## src/rtl/fwd_hazard_ctrl_if.sv

```systemverilog
// ---------------------------------------------------------------------------
// fwd_hazard_ctrl_if
// Groups the signals between the pipeline datapath and the forwarding/hazard
// controller.
//   master : pipeline side. It drives the ID instruction fields, ex_flush and
//            mem_busy, and it receives the mux selects and the stall controls.
//   slave  : controller side (fwd_hazard_ctrl).
// Signals
//   id_valid, id_rs, id_rt, id_use_rs, id_use_rt, id_rd, id_regwrite,
//   id_memread                  : instruction currently in ID
//   ex_flush                    : taken branch/jump resolved in EX
//   mem_busy                    : data memory not ready this cycle
//   fwd_a_sel, fwd_b_sel        : EX operand mux selects
//                                 (00 regfile, 01 EX/MEM, 10 MEM/WB)
//   pc_hold, ifid_hold,
//   idex_bubble, pipe_freeze    : pipeline stall/flush/freeze controls
// ---------------------------------------------------------------------------
interface fwd_hazard_ctrl_if #(
  parameter int REG_AW = 5
);
  logic              id_valid;
  logic [REG_AW-1:0] id_rs;
  logic [REG_AW-1:0] id_rt;
  logic              id_use_rs;
  logic              id_use_rt;
  logic [REG_AW-1:0] id_rd;
  logic              id_regwrite;
  logic              id_memread;
  logic              ex_flush;
  logic              mem_busy;
  logic [1:0]        fwd_a_sel;
  logic [1:0]        fwd_b_sel;
  logic              pc_hold;
  logic              ifid_hold;
  logic              idex_bubble;
  logic              pipe_freeze;

  modport master (
    output id_valid, id_rs, id_rt, id_use_rs, id_use_rt, id_rd,
           id_regwrite, id_memread, ex_flush, mem_busy,
    input  fwd_a_sel, fwd_b_sel, pc_hold, ifid_hold, idex_bubble, pipe_freeze
  );

  modport slave (
    input  id_valid, id_rs, id_rt, id_use_rs, id_use_rt, id_rd,
           id_regwrite, id_memread, ex_flush, mem_busy,
    output fwd_a_sel, fwd_b_sel, pc_hold, ifid_hold, idex_bubble, pipe_freeze
  );
endinterface

```

## src/rtl/fwd_hazard_ctrl.sv

```systemverilog
// ---------------------------------------------------------------------------
// fwd_hazard_ctrl
// Forwarding and hazard controller for a 5-stage pipeline. Shadow registers
// track the EX, MEM and WB destination registers. From them the block derives
// the operand-forwarding selects. It also sequences load-use stalls, branch
// flushes and freezes while the data memory is busy.
// Ports
//   clk       : pipeline clock, rising edge
//   rst_n     : asynchronous active-low reset. All outputs are forced to 0
//               while it is low.
//   bus       : fwd_hazard_ctrl_if.slave (ID fields, ex_flush, mem_busy in;
//               selects and stall controls out)
//   lu_cnt    : (HAZARD_STATS_EN only) cycles with a load-use stall
//   wait_cnt  : (HAZARD_STATS_EN only) cycles with the pipeline frozen
// Configuration
//   Define HAZARD_STATS_EN to add the lu_cnt/wait_cnt statistics counters.
// Selects and stall controls are combinational. The selects are valid in the
// same cycle as the EX shadow. Stall and bubble are valid in the same cycle as
// the ID fields.
// ---------------------------------------------------------------------------
module fwd_hazard_ctrl #(
  parameter int REG_AW = 5
) (
  input  logic               clk,
  input  logic               rst_n,
  fwd_hazard_ctrl_if.slave   bus
`ifdef HAZARD_STATS_EN
  ,
  output logic [31:0]        lu_cnt,
  output logic [31:0]        wait_cnt
`endif
);

  localparam logic [REG_AW-1:0] REG_ZERO = {REG_AW{1'b0}};
  localparam logic [1:0] SEL_RF  = 2'b00;
  localparam logic [1:0] SEL_MEM = 2'b01;
  localparam logic [1:0] SEL_WB  = 2'b10;

  typedef enum logic {ST_RUN = 1'b0, ST_WAIT = 1'b1} state_t;

  state_t state_r;
  state_t state_nx;

  // EX shadow
  logic [REG_AW-1:0] ex_rs_r, ex_rt_r, ex_rd_r;
  logic              ex_use_rs_r, ex_use_rt_r, ex_we_r, ex_ld_r, ex_v_r;
  // MEM shadow
  logic [REG_AW-1:0] mem_rd_r;
  logic              mem_we_r, mem_ld_r, mem_v_r;
  // WB shadow
  logic [REG_AW-1:0] wb_rd_r;
  logic              wb_we_r, wb_v_r;

  logic       lu_s;
  logic       freeze_s;
  logic       flush_kill_s;
  logic       lu_stall_s;
  logic       bubble_s;
  logic [1:0] sel_a_s;
  logic [1:0] sel_b_s;

  // Newest producer wins: a MEM match takes priority over a WB match. r0 is
  // never forwarded. A load in MEM is skipped because the load-use stall
  // keeps a consumer out of EX in that case.
  function automatic logic [1:0] fwd_sel(
    input logic              ex_v,
    input logic              use_src,
    input logic [REG_AW-1:0] src,
    input logic              m_v,
    input logic              m_we,
    input logic              m_ld,
    input logic [REG_AW-1:0] m_rd,
    input logic              w_v,
    input logic              w_we,
    input logic [REG_AW-1:0] w_rd
  );
    logic [1:0] sel;
    sel = SEL_RF;
    if (ex_v && use_src && (src != REG_ZERO)) begin
      if (m_v && m_we && !m_ld && (m_rd == src)) begin
        sel = SEL_MEM;
      end else if (w_v && w_we && (w_rd == src)) begin
        sel = SEL_WB;
      end else begin
        sel = SEL_RF;
      end
    end else begin
      sel = SEL_RF;
    end
    return sel;
  endfunction

  // Operand-forwarding selects from the shadow registers
  always_comb begin
    sel_a_s = fwd_sel(ex_v_r, ex_use_rs_r, ex_rs_r, mem_v_r, mem_we_r, mem_ld_r,
                      mem_rd_r, wb_v_r, wb_we_r, wb_rd_r);
    sel_b_s = fwd_sel(ex_v_r, ex_use_rt_r, ex_rt_r, mem_v_r, mem_we_r, mem_ld_r,
                      mem_rd_r, wb_v_r, wb_we_r, wb_rd_r);
  end

  // Load-use detection: the load in EX writes a register that ID reads
  always_comb begin
    lu_s = 1'b0;
    if (bus.id_valid && ex_v_r && ex_ld_r && ex_we_r && (ex_rd_r != REG_ZERO)) begin
      lu_s = (bus.id_use_rs && (bus.id_rs == ex_rd_r)) ||
             (bus.id_use_rt && (bus.id_rt == ex_rd_r));
    end else begin
      lu_s = 1'b0;
    end
  end

  // Stall/flush FSM: next state and control decisions
  always_comb begin
    state_nx     = state_r;
    freeze_s     = 1'b0;
    flush_kill_s = 1'b0;
    lu_stall_s   = 1'b0;
    if (!rst_n) begin
      state_nx = ST_RUN;
    end else begin
      case (state_r)
        // The cycle that leaves WAIT is evaluated as RUN, so both states share
        // the same decision tree. A busy memory overrides flush and load-use.
        ST_RUN, ST_WAIT: begin
          if (bus.mem_busy) begin
            state_nx = ST_WAIT;
            freeze_s = 1'b1;
          end else begin
            state_nx = ST_RUN;
            if (bus.ex_flush) begin
              flush_kill_s = 1'b1;
            end else if (lu_s) begin
              lu_stall_s = 1'b1;
            end else begin
              lu_stall_s = 1'b0;
            end
          end
        end
        default: begin
          state_nx = ST_RUN;
        end
      endcase
    end
  end

  assign bubble_s = flush_kill_s | lu_stall_s;

  // Output drive. Sels are zero during reset because the shadows are cleared.
  always_comb begin
    bus.fwd_a_sel   = sel_a_s;
    bus.fwd_b_sel   = sel_b_s;
    bus.pipe_freeze = freeze_s;
    bus.pc_hold     = freeze_s | lu_stall_s;
    bus.ifid_hold   = freeze_s | lu_stall_s;
    bus.idex_bubble = bubble_s;
  end

  // FSM state register
  always_ff @(posedge clk or negedge rst_n) begin
    if (!rst_n) begin
      state_r <= ST_RUN;
    end else begin
      state_r <= state_nx;
    end
  end

  // Shadow pipeline: advances unless frozen; a bubble enters EX as invalid
  always_ff @(posedge clk or negedge rst_n) begin
    if (!rst_n) begin
      ex_rs_r     <= REG_ZERO;
      ex_rt_r     <= REG_ZERO;
      ex_rd_r     <= REG_ZERO;
      ex_use_rs_r <= 1'b0;
      ex_use_rt_r <= 1'b0;
      ex_we_r     <= 1'b0;
      ex_ld_r     <= 1'b0;
      ex_v_r      <= 1'b0;
      mem_rd_r    <= REG_ZERO;
      mem_we_r    <= 1'b0;
      mem_ld_r    <= 1'b0;
      mem_v_r     <= 1'b0;
      wb_rd_r     <= REG_ZERO;
      wb_we_r     <= 1'b0;
      wb_v_r      <= 1'b0;
    end else if (!freeze_s) begin
      wb_rd_r     <= mem_rd_r;
      wb_we_r     <= mem_we_r;
      wb_v_r      <= mem_v_r;
      mem_rd_r    <= ex_rd_r;
      mem_we_r    <= ex_we_r;
      mem_ld_r    <= ex_ld_r;
      mem_v_r     <= ex_v_r;
      ex_rs_r     <= bus.id_rs;
      ex_rt_r     <= bus.id_rt;
      ex_rd_r     <= bus.id_rd;
      ex_use_rs_r <= bus.id_use_rs & ~bubble_s;
      ex_use_rt_r <= bus.id_use_rt & ~bubble_s;
      ex_we_r     <= bus.id_regwrite & ~bubble_s;
      ex_ld_r     <= bus.id_memread & ~bubble_s;
      ex_v_r      <= bus.id_valid & ~bubble_s;
    end
  end

`ifdef HAZARD_STATS_EN
  // Statistics: load-use stall cycles and frozen (wait) cycles, wrapping
  always_ff @(posedge clk or negedge rst_n) begin
    if (!rst_n) begin
      lu_cnt   <= 32'd0;
      wait_cnt <= 32'd0;
    end else begin
      if (lu_stall_s) begin
        lu_cnt <= lu_cnt + 32'd1;
      end
      if (freeze_s) begin
        wait_cnt <= wait_cnt + 32'd1;
      end
    end
  end
`endif

endmodule

```

## src/flat_wrapper.sv

```systemverilog
// flat-port wrapper written by rule: the top's interface ports become plain ports
module fwd_hazard_ctrl_flat 
#(
  parameter int REG_AW = 5
)
  (clk, rst_n, bus_id_valid, bus_id_rs, bus_id_rt, bus_id_use_rs, bus_id_use_rt, bus_id_rd, bus_id_regwrite, bus_id_memread, bus_ex_flush, bus_mem_busy, bus_fwd_a_sel, bus_fwd_b_sel, bus_pc_hold, bus_ifid_hold, bus_idex_bubble, bus_pipe_freeze);
  fwd_hazard_ctrl_if #(.REG_AW(REG_AW)) bus_i ();
  input  logic clk;
  input  logic rst_n;
  input wire logic [$bits(bus_i.id_valid)-1:0] bus_id_valid;
  input wire logic [$bits(bus_i.id_rs)-1:0] bus_id_rs;
  input wire logic [$bits(bus_i.id_rt)-1:0] bus_id_rt;
  input wire logic [$bits(bus_i.id_use_rs)-1:0] bus_id_use_rs;
  input wire logic [$bits(bus_i.id_use_rt)-1:0] bus_id_use_rt;
  input wire logic [$bits(bus_i.id_rd)-1:0] bus_id_rd;
  input wire logic [$bits(bus_i.id_regwrite)-1:0] bus_id_regwrite;
  input wire logic [$bits(bus_i.id_memread)-1:0] bus_id_memread;
  input wire logic [$bits(bus_i.ex_flush)-1:0] bus_ex_flush;
  input wire logic [$bits(bus_i.mem_busy)-1:0] bus_mem_busy;
  output wire logic [$bits(bus_i.fwd_a_sel)-1:0] bus_fwd_a_sel;
  output wire logic [$bits(bus_i.fwd_b_sel)-1:0] bus_fwd_b_sel;
  output wire logic [$bits(bus_i.pc_hold)-1:0] bus_pc_hold;
  output wire logic [$bits(bus_i.ifid_hold)-1:0] bus_ifid_hold;
  output wire logic [$bits(bus_i.idex_bubble)-1:0] bus_idex_bubble;
  output wire logic [$bits(bus_i.pipe_freeze)-1:0] bus_pipe_freeze;
  assign bus_i.id_valid = bus_id_valid;
  assign bus_i.id_rs = bus_id_rs;
  assign bus_i.id_rt = bus_id_rt;
  assign bus_i.id_use_rs = bus_id_use_rs;
  assign bus_i.id_use_rt = bus_id_use_rt;
  assign bus_i.id_rd = bus_id_rd;
  assign bus_i.id_regwrite = bus_id_regwrite;
  assign bus_i.id_memread = bus_id_memread;
  assign bus_i.ex_flush = bus_ex_flush;
  assign bus_i.mem_busy = bus_mem_busy;
  assign bus_fwd_a_sel = bus_i.fwd_a_sel;
  assign bus_fwd_b_sel = bus_i.fwd_b_sel;
  assign bus_pc_hold = bus_i.pc_hold;
  assign bus_ifid_hold = bus_i.ifid_hold;
  assign bus_idex_bubble = bus_i.idex_bubble;
  assign bus_pipe_freeze = bus_i.pipe_freeze;
  fwd_hazard_ctrl #(.REG_AW(REG_AW)) u_core (.clk(clk), .rst_n(rst_n), .bus(bus_i));
endmodule
```

## config.mk

```make
export PLATFORM = sky130hd
export DESIGN_NAME = fwd_hazard_ctrl_flat
export DESIGN_NICKNAME = d
export VERILOG_FILES = /design/src/rtl/fwd_hazard_ctrl_if.sv /design/src/rtl/fwd_hazard_ctrl.sv /design/src/flat_wrapper.sv
export SDC_FILE = /design/constraint.sdc
export NUM_CORES = 1
export LEC_CHECK = 0
export BUFFER_PORTS_ARGS = -buffer_cell sky130_fd_sc_hd__buf_2
export CORE_MARGIN = 5
export CORE_UTILIZATION = 50
export CTS_BUF_LIST = sky130_fd_sc_hd__clkbuf_2 sky130_fd_sc_hd__clkbuf_4 sky130_fd_sc_hd__clkbuf_8
export DETAILED_ROUTE_END_ITERATION = 10
export MAX_ROUTING_LAYER = met4
export PLACE_DENSITY_LB_ADDON = 0.08
export SLEW_MARGIN = 25
export SYNTH_ARGS = -nofsm -noshare
export SYNTH_HDL_FRONTEND = slang
export SYNTH_SLANG_ARGS = --single-unit
```

## constraint.sdc

```tcl
create_clock -name clk -period 3.95 [get_ports clk]
set_input_delay 0.395 -clock clk [delete_from_list [all_inputs] [get_ports clk]]
set_output_delay 0.395 -clock clk [all_outputs]
set_load 0.05 [all_outputs]
```

Word level (Yosys, flattened, before mapping):

Index checks and enable logic that the tools add are counted.

* bitwise operators: 8
* mux-type cells: 16
* eq/ne operators: 6
* reduce and logical (&&, ||, !) cells: 22

Operators with widths (number)
* $eq 5x5->1: 6
* $logic_and 1x1->1: 17
* $reduce_bool 5->1: 3
* $mux 2: 6
* $mux 1: 10
* $and 1x1->1: 5
* $or 1x1->1: 2
* $logic_not 1->1: 1
* $logic_or 1x1->1: 1
* $not 1->1: 1

* flip-flop bits (word level): 35
* output and inout bits: 8

Longest topological paths before layout:

* word-level depth: 12
* mapped depth: 6
* depth with buffers taken out: 5

Least setup slack after synthesis:

OpenSTA, ideal clock, no wires.

* path type: reg2out
* start: register u_core.mem_rd_r[2]
* end: output port bus_fwd_a_sel[0]
* data arrival time: 2.539 ns
* stages on the path, launching flop included: 4
* setup slack: 1.016 ns
* cell sequence: dfrtp_1 > xor2_1 > or4_1 > nor4_1

* longest elaborated chain between the ends: 4

RTL lines
* from (decl): RTL line fwd_hazard_ctrl.sv:48 `logic [REG_AW-1:0] mem_rd_r;`
* from (signal assigned): RTL line fwd_hazard_ctrl.sv:189 `mem_rd_r <= ex_rd_r;`
* $eq 5x5->1: RTL line fwd_hazard_ctrl.sv:80 `if (m_v && m_we && !m_ld && (m_rd == src)) begin`
* $logic_and 1x1->1: RTL line fwd_hazard_ctrl.sv:80
* $mux 2: RTL line fwd_hazard_ctrl.sv:80
* $mux 2: RTL line fwd_hazard_ctrl.sv:79 `if (ex_v && use_src && (src != REG_ZERO)) begin`
* to (decl): RTL line flat_wrapper.sv:20 `output wire logic [$bits(bus_i.fwd_a_sel)-1:0] bus_fwd_a_sel;`

No other way between the ends.

Worst setup path in the final report:

* start: input port rst_n
* end: output port bus_ifid_hold

* longest elaborated chain between the ends: 2
* elaborated cells between the ends (all ways): 3

RTL lines
* from (decl): RTL line flat_wrapper.sv:9 `input logic rst_n;`
* $mux 1 (on tied branches)
* $or 1x1->1 *: RTL line fwd_hazard_ctrl.sv:154 `bus.ifid_hold = freeze_s | lu_stall_s;`
* to (decl): RTL line flat_wrapper.sv:23 `output wire logic [$bits(bus_i.ifid_hold)-1:0] bus_ifid_hold;`

Mark *: on every way between the ends. The rest lies on a longest branch, timed or not.

==> results.md <==
Synthesis:
- Sequential cells were found to cover roughly half of the synthesized design area.
- The count of warnings emitted by yosys is 0.
- The most common flop cell mapped by yosys is sky130_fd_sc_hd__dfrtp_1.
- For this run, asynchronously set or reset flops after synthesis account for 100%.
- The register bit total from synthesis is 35.
- The library cell occupying the most area in the post-synthesis netlist is sky130_fd_sc_hd__dfrtp_1.
- The number of nets in the synthesized netlist is 233.
- Counting flops with a built-in enable in the synthesized netlist gives 0.
- The mapped netlist covers 0.00177 mm2.
- By area the synthesized netlist is led by sky130_fd_sc_hd__dfrtp_1, sky130_fd_sc_hd__nand2_1, sky130_fd_sc_hd__xor2_1, sky130_fd_sc_hd__xnor2_1, sky130_fd_sc_hd__nor4_1.
- The mean cell area of the mapped netlist is 8.48 um2.
- The top cell type by area accounts for 49.4% of the synthesized area.
- Synthesis produced a netlist whose cell count is about 210.
- The number of distinct library cells after synthesis is 23.

Floorplanning:
- From left edge to right edge, the die measures between 60 and 70 um.
- The core region is 0.00339 mm2.
- The initialized floorplan defines 21 standard-cell rows.
- The floorplan step defined a die boundary enclosing 0.00483 mm2.
- Once the floorplan was initialized, standard cells occupied about 52% of the core.
- The die is just under 70 um tall.
- For this design the top-level I/O count stands at 32.

GRT:
- For this run, global-route usage on met1 was measured as 24.6%.
- Summed over all layers, the global routing overflow is 0.
- The first global-routing pass estimated 7400 um of wire.
- Entering global routing, the biggest net connects 37 pins.
- The number of antenna violations at the first check in global routing is 0.
- Global routing consumed, on the met3 layer, 5.07% of the routing resources.
- The layer flagged by global routing as most heavily used is met2.
- The number of global-route vias before repair is about 1600.
- In the global route stage, overall resource usage came out at 19.8%.
- The global-route track usage on met2 is between 30% and 40%.

Clock network:
- TritonCTS created 5 clock buffers.
- For the worst-skew pair, the clock arrives at the later sink with an insertion delay of approximately 0.34 ns.
- The clock passes through at most 2 buffers.
- The TritonCTS clock tree is yes.
- The clock slew seen by the registers of the worst setup and hold paths is 0.11 ns.
- For this design, the sink count on the clock tree is 35.
- The root buffer cell is sky130_fd_sc_hd__clkbuf_4.
- The H-tree depth reported by CTS is 2.

Cells and area:
- The fraction of layout instances using a drive strength above 1 is 18.0%.
- Leaving out fill and tap cells, the most frequent cells in the layout are sky130_fd_sc_hd__nand2_1, sky130_fd_sc_hd__dfrtp_1, sky130_fd_sc_hd__buf_2, sky130_fd_sc_hd__xor2_1, sky130_fd_sc_hd__xnor2_1.
- In the final layout, the multi-input gates occupy 858 um2.
- Leaving out fill and tap cells, the most frequent cell in the layout is sky130_fd_sc_hd__nand2_1.
- The sequential cell area is ~880 um2.
- The relative area change from synthesis to final layout is 17.0%.
- 0 antenna diodes ended up in the layout.
- The net count reported at finish is 268.
- The layout has 306 filler cells.

Min path:
- The terminating pin of the worst hold path is u_core.ex_rd_r[4]$_DFFE_PN0N_.
- The type of the tightest min-delay check is in2reg.
- The worst hold path was traced through 3 stages.
- The source of the worst hold timing path is bus_id_rd[4].

Detailed routing:
- The number of optimization iterations in the first detailed-route pass is 4.
- Dividing the detail-routed wire length by the instance count gives 14.3 um.
- The number of nets with antenna violations after detailed routing is 0.
- The final wirelength is 4170 um.
- For this block, the via count after detailed routing is 1500.
- The number of design-rule violations left by the first detailed-router iteration is 121.
- For this run, design rule violations remaining after detail routing come to 0.
- In the routed layout, each cell is associated on average with a via count of 5.15.

Setup path:
- Tracing the worst setup path back leads to its startpoint at rst_n.
- The startpoint identified for the worst register-to-register timing path is u_core.ex_rd_r[4]$_DFFE_PN0N_.
- Data on the critical path arrives at its endpoint at 2.58 ns.
- The category of the critical setup timing path is in2out.
- In this run the worst path has a maximum fanout of 19.
- The endpoint identified for the worst register-to-register timing path is u_core.ex_ld_r$_DFFE_PN0N_.
- STA puts the critical path data required time at 3.56 ns.
- The register-to-register setup slack is 2.12 ns.
- STA classifies the critical path startpoint as a primary input.
- Measured in cells, the most critical reg-to-reg path has a length of 5.
- STA classifies the critical path endpoint as an output port.

STA:
- The total count of max-transition violations in the final report is 0.
- The total count of hold-check failures in the final report came to 0.
- Static timing analysis puts the maximum clock frequency at between 300 and 400 MHz.
- For the finished layout, the period the worst path requires is 2.98 ns.
- The clock skew is 0.00605 ns.
- The transition time at the pin with the least slew margin is 0.621 ns.
- The headroom to the max-slew limit is 58.2%.
- The ratio of final minimum period to clock period is 75.3%.
- The final count of negative-setup-slack endpoints is 0.
- Setup repair after global routing left no endpoint under its margin.
- Adding up every negative setup slack in the final design gives 0 ns.

Placed design:
- The HPWL after detailed placement is 3100 um.
- The final estimated routing congestion in global placement is between 0.9 and 1.
- Port buffering added 31 buffers.

Pwr:
- The power density over the cells is about 410 mW/mm2.
- The design draws 0.841 mW.
- The static leakage power is 1.06 nW.
- The worst vdd rail ir drop is 248 uV.

Flow run:
- The number of maximum-capacitance violations is 0.

Status:
- The flow ran to the end, and the final reports show no timing, DRC or antenna violations.
-- report_power, final --
| part | switching [mW] | total, mW | internal [mW] |
|---|---|---|---|
| Clock | 0.119 | 0.269 | 0.150 |
| Combinational | 0.0725 | 0.131 | 0.0583 |
| Sequential | 0.0482 | 0.441 | 0.393 |
-- how the worst max path moves through the flow --
stage,endpoint,slack (ns),cells past startpoint
floorplan,bus_fwd_a_sel[0],1.02,3
global placement,bus_ifid_hold,1.56,6
detailed placement,bus_pc_hold,1.50,6
CTS,bus_pc_hold,0.94,7
global route,bus_pc_hold,0.69,7
finish,bus_ifid_hold,0.97,7
-- what timing repair did --
item	4_1_cts	5_1_grt
hold buffers	1	0
setup buffers	0	0
gates resized for setup	0	0
hold endpoints to repair	14	0
-- per-layer routing --
| layer | part of all wire (%) | up-vias |
|---|---|---|
| met5 | 0 | - |
| met4 | 1.2 | 0 |
| met3 | 5.4 | 6 |
| met2 | 48 | 44 |
| met1 | 45 | 708 |
| li1 | - | 742 |
-- metrics by stage --
| step | worst slack [ns] | cells | utilization (%) | instance area (um2) | hold slack, ns |
|---|---|---|---|---|---|
| after global placement | 1.56 | 282 | 58.3 | 1980 | 0.334 |
| final | 0.974 | 291 | 61.2 | 2070 | 0.244 |
| after floorplan | 1.02 | 209 | - | 1770 | 0.0994 |
| after CTS | 0.935 | 291 | 61.2 | 2070 | 0.231 |
| after global routing | 0.695 | 291 | 61.2 | 2070 | 0.237 |
| after detailed placement | 1.50 | 282 | 58.3 | 1980 | 0.335 |
-- state kept, by name, indices dropped and copies added, names as in the netlist --
register	count
u_core.ex_we_r	1
u_core.ex_rt_r	5
u_core.ex_use_rt_r	1
u_core.mem_rd_r	5
u_core.ex_rs_r	5
u_core.wb_rd_r	5
u_core.wb_we_r	1
u_core.wb_v_r	1
u_core.mem_we_r	1
u_core.ex_rd_r	5
u_core.ex_v_r	1
u_core.ex_use_rs_r	1
u_core.ex_ld_r	1
u_core.mem_ld_r	1
u_core.mem_v_r	1
-- synthesized netlist by cell type, types with 2 or more instances --
master,instances
sky130_fd_sc_hd__clkbuf_1,5
sky130_fd_sc_hd__dfrtp_1,35
sky130_fd_sc_hd__nand2_1,101
sky130_fd_sc_hd__nand3_1,4
sky130_fd_sc_hd__nand4_1,3
sky130_fd_sc_hd__nor2_1,2
sky130_fd_sc_hd__nor3_1,3
sky130_fd_sc_hd__nor4_1,5
sky130_fd_sc_hd__o211ai_1,2
sky130_fd_sc_hd__o21ai_0,6
sky130_fd_sc_hd__or4_1,3
sky130_fd_sc_hd__xnor2_1,10
sky130_fd_sc_hd__xor2_1,20
-- worst max-delay path, cell delays in order --
cell and delay [ns]:
sky130_fd_sc_hd__dlygate4sd3_1 0.52, sky130_fd_sc_hd__buf_2 0.35, sky130_fd_sc_hd__nor4bb_1 0.32, sky130_fd_sc_hd__nand4_1 0.14, sky130_fd_sc_hd__a221oi_2 0.39, sky130_fd_sc_hd__nand2b_1 0.18, sky130_fd_sc_hd__buf_2 0.26
-- logic make-up (layout without fill, tap and decap cells) --
family	after synthesis	after routing	share of synthesized area, %
and+or+nand+nor	125	125	29.7
buffers and inverters	9	45	2.12
DFF	35	35	49.4
AOI/OAI and AO/OA	10	10	3.88
xor gates and xnor gates	30	30	14.8
-- area by class of cell --
cell class | instances | share of cell area (%)
Clock buffer | 6 | 2.47
Clock inverter | 2 | 1.69
Inverter | 2 | 0.362
Multi-Input combinational cell | 165 | 41.4
Sequential cell | 35 | 42.2
Tap cell | 46 | 2.78
Timing Repair Buffer | 35 | 9.05
(Power assumes the default switching activity.)
